`src/rtl/spectro_pkg.sv`:
```
// Shared constants and capture-state encoding for the spectrometer channel deserializer.
package spectro_pkg;

  localparam int WORD_W_DEF = 12;
  localparam int CHAN_W     = 4;
  localparam int NUM_CHAN   = 16;

  typedef enum logic {
    CAP_IDLE  = 1'b0,
    CAP_SHIFT = 1'b1
  } cap_state_e;

endpackage

```
`src/rtl/spectro_deserializer_fifo.sv`:
```
// Synchronous FIFO for captured channel words; a push into a full buffer succeeds
// only when a pop happens in the same cycle. Head reads as zero while empty.
module sync_fifo #(
  parameter int WIDTH = 16,
  parameter int DEPTH = 4
) (
  input  logic             clk,
  input  logic             reset,
  input  logic             push_i,
  input  logic [WIDTH-1:0] wdata_i,
  input  logic             pop_i,
  output logic [WIDTH-1:0] rdata_o,
  output logic             full_o,
  output logic             empty_o
);
  localparam int AW = (DEPTH > 1) ? $clog2(DEPTH) : 1;

  logic [WIDTH-1:0] mem_q [DEPTH];
  logic [AW-1:0]    wptr_q, rptr_q;
  logic [AW:0]      count_q;
  logic             do_push, do_pop;

  assign full_o  = (count_q == (AW+1)'(DEPTH));
  assign empty_o = (count_q == '0);
  assign do_pop  = pop_i && !empty_o;
  assign do_push = push_i && (!full_o || do_pop);

  always_ff @(posedge clk) begin
    if (reset) begin
      wptr_q  <= '0;
      rptr_q  <= '0;
      count_q <= '0;
    end else begin
      if (do_push) wptr_q <= wptr_q + AW'(1);
      if (do_pop)  rptr_q <= rptr_q + AW'(1);
      case ({do_push, do_pop})
        2'b10:   count_q <= count_q + (AW+1)'(1);
        2'b01:   count_q <= count_q - (AW+1)'(1);
        default: count_q <= count_q;
      endcase
    end
  end

  always_ff @(posedge clk) begin
    if (do_push) mem_q[wptr_q] <= wdata_i;
  end

  assign rdata_o = empty_o ? '0 : mem_q[rptr_q];

endmodule

```
`src/rtl/spectro_deserializer.sv`:
```
// Serial-to-parallel capture of sequencer channel slots into an output buffer.
// Optional per-word even parity output enabled by SPECTRO_DESER_PARITY_EN.
module spectro_deserializer
  import spectro_pkg::*;
#(
  parameter int WORD_W     = WORD_W_DEF,
  parameter int FIFO_DEPTH = 4
) (
  input  logic              clk,
  input  logic              reset,
  input  logic              sl,
  input  logic [CHAN_W-1:0] selection,
  input  logic              frame_rst,
  input  logic              sdata,
  output logic [WORD_W-1:0] out_word,
  output logic [CHAN_W-1:0] out_chan,
  output logic              out_valid,
  input  logic              out_ready,
`ifdef SPECTRO_DESER_PARITY_EN
  output logic              out_parity,
`endif
  output logic              frame_done,
  output logic              overflow,
  output logic              seq_err,
  input  logic              clr_flags
);
  localparam int CNT_W = $clog2(WORD_W + 1);
  localparam logic [CNT_W-1:0] LAST_BIT = CNT_W'(WORD_W - 1);
`ifdef SPECTRO_DESER_PARITY_EN
  localparam int ENT_W = WORD_W + CHAN_W + 1;
`else
  localparam int ENT_W = WORD_W + CHAN_W;
`endif

  cap_state_e        state_q, state_d;
  logic [CNT_W-1:0]  bit_cnt_q, bit_cnt_d;
  logic [WORD_W-2:0] shreg_q, shreg_d;
  logic [CHAN_W-1:0] chan_q, chan_d;
  logic              frame_done_q, overflow_q, overflow_d, seq_err_q, seq_err_d;
  logic              push, abort, pop, fifo_full, fifo_empty;
  logic [WORD_W-1:0] push_word;
  logic [ENT_W-1:0]  push_ent, head_ent;

  always_ff @(posedge clk) begin
    if (reset) begin
      state_q   <= CAP_IDLE;
      bit_cnt_q <= '0;
      shreg_q   <= '0;
      chan_q    <= '0;
    end else begin
      state_q   <= state_d;
      bit_cnt_q <= bit_cnt_d;
      shreg_q   <= shreg_d;
      chan_q    <= chan_d;
    end
  end

  // frame_rst beats sl; sl restarts capture from any state.
  always_comb begin
    state_d   = state_q;
    bit_cnt_d = bit_cnt_q;
    shreg_d   = shreg_q;
    chan_d    = chan_q;
    if (frame_rst) begin
      state_d   = CAP_IDLE;
      bit_cnt_d = '0;
    end else if (sl) begin
      state_d   = CAP_SHIFT;
      bit_cnt_d = CNT_W'(1);
      shreg_d   = (WORD_W-1)'(sdata);
      chan_d    = selection;
    end else if (state_q == CAP_SHIFT) begin
      if (bit_cnt_q == LAST_BIT) begin
        state_d   = CAP_IDLE;
        bit_cnt_d = '0;
      end else begin
        shreg_d   = {shreg_q[WORD_W-3:0], sdata};
        bit_cnt_d = bit_cnt_q + CNT_W'(1);
      end
    end
  end

  always_comb begin
    push  = 1'b0;
    abort = 1'b0;
    if (state_q == CAP_SHIFT) begin
      abort = frame_rst || sl;
      push  = !abort && (bit_cnt_q == LAST_BIT);
    end
  end

  assign push_word = {shreg_q, sdata};
`ifdef SPECTRO_DESER_PARITY_EN
  assign push_ent   = {^push_word, chan_q, push_word};
  assign out_parity = head_ent[ENT_W-1];
`else
  assign push_ent   = {chan_q, push_word};
`endif

  assign out_valid = !fifo_empty;
  assign pop       = out_valid && out_ready;
  assign out_word  = head_ent[WORD_W-1:0];
  assign out_chan  = head_ent[WORD_W +: CHAN_W];

  sync_fifo #(
    .WIDTH (ENT_W),
    .DEPTH (FIFO_DEPTH)
  ) u_fifo (
    .clk     (clk),
    .reset   (reset),
    .push_i  (push),
    .wdata_i (push_ent),
    .pop_i   (pop),
    .rdata_o (head_ent),
    .full_o  (fifo_full),
    .empty_o (fifo_empty)
  );

  // Flag set events take priority over clr_flags.
  always_comb begin
    seq_err_d  = abort ? 1'b1 : (clr_flags ? 1'b0 : seq_err_q);
    overflow_d = (push && fifo_full && !pop) ? 1'b1 : (clr_flags ? 1'b0 : overflow_q);
  end

  always_ff @(posedge clk) begin
    if (reset) begin
      frame_done_q <= 1'b0;
      overflow_q   <= 1'b0;
      seq_err_q    <= 1'b0;
    end else begin
      frame_done_q <= frame_rst;
      overflow_q   <= overflow_d;
      seq_err_q    <= seq_err_d;
    end
  end

  assign frame_done = frame_done_q;
  assign overflow   = overflow_q;
  assign seq_err    = seq_err_q;

endmodule

```
`config.mk`:
```
export PLATFORM = sky130hd
export DESIGN_NAME = spectro_deserializer
export DESIGN_NICKNAME = d
export VERILOG_FILES = /design/src/rtl/spectro_pkg.sv /design/src/rtl/spectro_deserializer_fifo.sv /design/src/rtl/spectro_deserializer.sv
export SDC_FILE = /design/constraint.sdc
export NUM_CORES = 1
export LEC_CHECK = 0
export BUFFER_PORTS_ARGS = -buffer_cell sky130_fd_sc_hd__buf_2
export CAP_MARGIN = 20
export CELL_PAD_IN_SITES_DETAIL_PLACEMENT = 0
export CELL_PAD_IN_SITES_GLOBAL_PLACEMENT = 1
export CORE_MARGIN = 10
export CORE_UTILIZATION = 54
export DETAILED_ROUTE_END_ITERATION = 8
export GPL_TIMING_DRIVEN = 1
export PLACE_DENSITY = 0.82
export SYNTH_ARGS = -nofsm -noshare
export SYNTH_HDL_FRONTEND = slang
export SYNTH_HIERARCHICAL = 1
export SYNTH_SLANG_ARGS = --single-unit
```
`constraint.sdc`:
```
create_clock -name clk -period 4 [get_ports clk]
set_clock_uncertainty 0.15 [all_clocks]
set_input_delay 0.8 -clock clk [delete_from_list [all_inputs] [get_ports clk]]
set_output_delay 0.8 -clock clk [all_outputs]
set_load 0.02 [all_outputs]
```
==> metrics.md <==
| Metric | Value |
|---|---|
| Top Metal Used | `met4` |
| Worst Hold Class | `register to register` |
| Setup TNS | `0 ps` |
| Clk slew on worst S/H paths | `90 ps` |
| Area growth from synthesis to layout | `10.4%` |
| Yosys cell types | `44` |
| Register area share after synthesis | `65.5%` |
| Met3 routed wirelength | `265 um` |
| DR vias | `2098` |
| F_max | `343 MHz` |
| WL final | `6.56 mm` |
| Most common cell in the netlist | `edfxtp_1` |
| Pins Over Slew Limit | `0` |
| Drt pass-1 iters | `4` |
| Post-Syn Instances | `252` |
| CTS Root Cell | `clkbuf_8` |
| Yosys reg bits | `96` |
| Wl on met1 | `3.08 mm` |
| RSZ-0062 raised after global routing | `no` |
| Port Buffer Count | `30` |
| Setup violations, final | `0` |
| Top cell type's share of synthesized area | `49.1%` |
| Tcrit/Tclk final | `72.8%` |
| Std-Cell Rows | `30` |
| Cts repair resizes | `0` |
| Pin count of the biggest net entering global routing | `36` |
| Syn nets | `270` |
| Setup repair bufs after CTS | `0` |
| Initial Util | `56.7%` |
| Delay-heaviest family, CP | `flip-flops` |
| Max-slew headroom | `46.5%` |
| DP Cell Count | `370` |
| Residual DRC | `0` |
| Worst skew pair latency | `350 ps` |
| CTS buffer count | `9` |
| DR WL met2 | `3.13 mm` |
| DP Wirelength | `4.26 mm` |
| Crit start category | `register` |
| CTS Hold Bufs | `0` |
| Antenna viol nets, final | `0` |
| Reg2reg setup slack | `1260 ps` |
| Hold Fails Final Rpt | `0` |
| Worst Hold Path EP | `seq_err$_SDFFE_PP0P_` |
| Via density | `5.44` |
| Int Pwr | `1.36 mW` |
| Vias in the first global route | `2083` |
| Final RePlAce weighted congestion | `0.679` |
| Reg-to-reg critical path endpoint | `u_fifo/count_q[2]$_SDFFE_PP0P_` |
| CTS tree | `yes` |
| Number of synthesized flops with an enable pin | `64` |
| Clock power frac | `36.2%` |
| Pwr per Cell Area | `395 nW/um2` |
| YS warnings | `6` |
| Mapped Area | `3910 um2` |
| Crit path kind | `register to primary output` |
| GRT overflow | `0` |
| Sw frac | `20.5%` |
| N_diodes | `0` |
| R2R cell count | `12` |
| Yosys top cell by area | `edfxtp_1` |
| WL/cell | `17.0 um` |
| Crit path largest cell delay | `850 ps` |
| Tot GR Track Use | `12.2%` |
| First-pass GRT wire length | `10.7 mm` |
| Worst path slowest cell | `dfxtp_1` |
| Post-Layout Cell Count | `386` |
| I/O pin total | `31` |
| Worst Setup End Kind | `primary output` |
| Synth top area cells | `edfxtp_1 49%, dfxtp_1 16%, mux4_2 5.8%, mux4_1 4.0%, nor2b_1 2.6%` |
| Pleak | `1.50 nW` |
| H-tree levels | `3` |
| # clock sinks | `96` |
| Max Buffers Root-to-Sink | `2` |
| Die width | `105 um` |
| Worst Path Arrival | `1960 ps` |
| Post-synth ARST share | `0%` |
| Worst Tran Pin Value | `801 ps` |
| Hold Path Cell Cnt | `2` |
| Iteration-0 DRC count of the detailed router | `80` |
| Layout cells sized above 1 | `23.4%` |
| Syn avg cell area | `15.5 um2` |
| Req. time, crit path | `3050 ps` |
| Post-route minimum period | `2910 ps` |
| Worst vdd ir | `225 uV` |
| Combinational Power Share | `1.8%` |
| Worst path cell trace | `mux4_1, nor2b_1, buf_2` |
| Die area | `11100 um2` |
| Switching Power | `0.350 mW` |
| CP Buf/Inv Count | `1` |
| Antenna violations before repair | `0` |
| Sequential Power Share | `61.9%` |
| Critical Path Fanout Max | `16` |
| Max cap viols | `0` |
| Core area | `6910 um2` |
| R2R Path Start | `u_fifo/count_q[1]$_SDFFE_PP0P_` |
| Die Ht | `105 um` |
| Most frequent cells after synthesis | `64 x edfxtp_1, 32 x dfxtp_1, 16 x nor2b_1` |
| Fin nets | `303` |
| Hold path startpoint | `seq_err$_SDFFE_PP0P_` |
| Post-synth top flop | `edfxtp_1` |
| Status | `complete, no violations` |
[worst register-to-register path, stage by stage (launching register included)]
cell	delay, ps
dfxtp_1	360
nor3_2	180
buf_4	330
nor2b_1	130
inv_1	130
a21boi_2	110
inv_1	80
ha_1	170
inv_1	60
fa_1	370
xor2_1	160
or3_1	310
a21oi_1	140
[worst max-delay path by stage]
stage	start	to	slack (ps)	cells after the start
6_report	register	out_word[3]	1090	3
5_1_grt	register	out_word[3]	980	3
4_1_cts	register	out_word[3]	1040	3
3_5_place_dp	sl	u_fifo/count_q[2]$_SDFFE_PP0P_	980	11
3_3_place_gp	sl	u_fifo/count_q[2]$_SDFFE_PP0P_	1010	11
2_1_floorplan	frame_rst	u_fifo/count_q[2]$_SDFFE_PP0P_	1190	11
[power by group through the flow]
stage                     combinational (mW)  sequential (mW)  clock [mW]
after global placement                0.0310             1.08           0
after detailed placement              0.0313             1.08           0
after CTS                             0.0315             1.06       0.633
final                                 0.0312             1.06       0.619
after floorplan                       0.0228             1.08           0
after global routing                  0.0345             1.06       0.670
[kinds of logic (layout without fill, tap and decap cells)]
group	count (synthesis)	in the layout	synth area share [%]
buffers and inverters	24	62	3.64
muxes	25	25	12.1
adders and majority gates	7	7	2.43
AOI/OAI and AO/OA	29	29	4.64
DFF	96	96	65.5
and+or+nand+nor	69	69	11.3
xor gates and xnor gates	2	2	0.448
[cells in the final DEF (no fill, tap or decap), types with 2 or more instances in the layout]
cell type  instances
nor4_1             2
buf_2             30
o22ai_1            9
and2_1             4
a21oi_1            7
dfxtp_1           32
nand2b_1          14
mux4_1             6
or3_1              3
mux4_2            10
nor2_1            11
buf_4              6
edfxtp_1          64
ha_1               6
nand3b_1           2
mux2i_1            8
xor2_1             2
inv_6              3
nor3b_1            3
inv_1             10
o21ai_0            6
nor2b_1           16
nand2_1            3
nor2b_4            3
clkinv_1           2
clkbuf_8           9
[cell type report]
type,count,area (um2)
Multi-Input combinational cell,132,1210
Tap cell,96,120
Fill cell,556,2590
Sequential cell,96,2560
Clock inverter,6,63.8
Timing Repair Buffer,36,195
Inverter,10,37.5
Clock buffer,10,128
[metal layers]
layer  vias up  track usage [%]
met1      1045             15.8
li1       1008                -
met2        37             18.8
met3         8             3.07
met4         0             5.88
met5         -                0
[state kept, by name, summed over array words and instances (netlist names), named ones only]
signal,cells
u_fifo/mem_q,64
state_q,1
u_fifo/rptr_q,2
overflow,1
seq_err,1
frame_done,1
chan_q,4
u_fifo/wptr_q,2
bit_cnt_q,4
shreg_q,11
u_fifo/count_q,3
[metrics by stage]
stage	total power, mW	utilization, %	hold WS (ps)	setup slack [ps]	area [um2]
final	1.71	62.6	338	1090	4320
after global routing	1.76	62.6	347	982	4320
after CTS	1.72	62.6	334	1040	4320
after detailed placement	1.11	59.8	319	978	4130
after global placement	1.11	59.8	316	1010	4130
after floorplan	1.10	-	309	1190	3910
(Power assumes the default switching activity.)
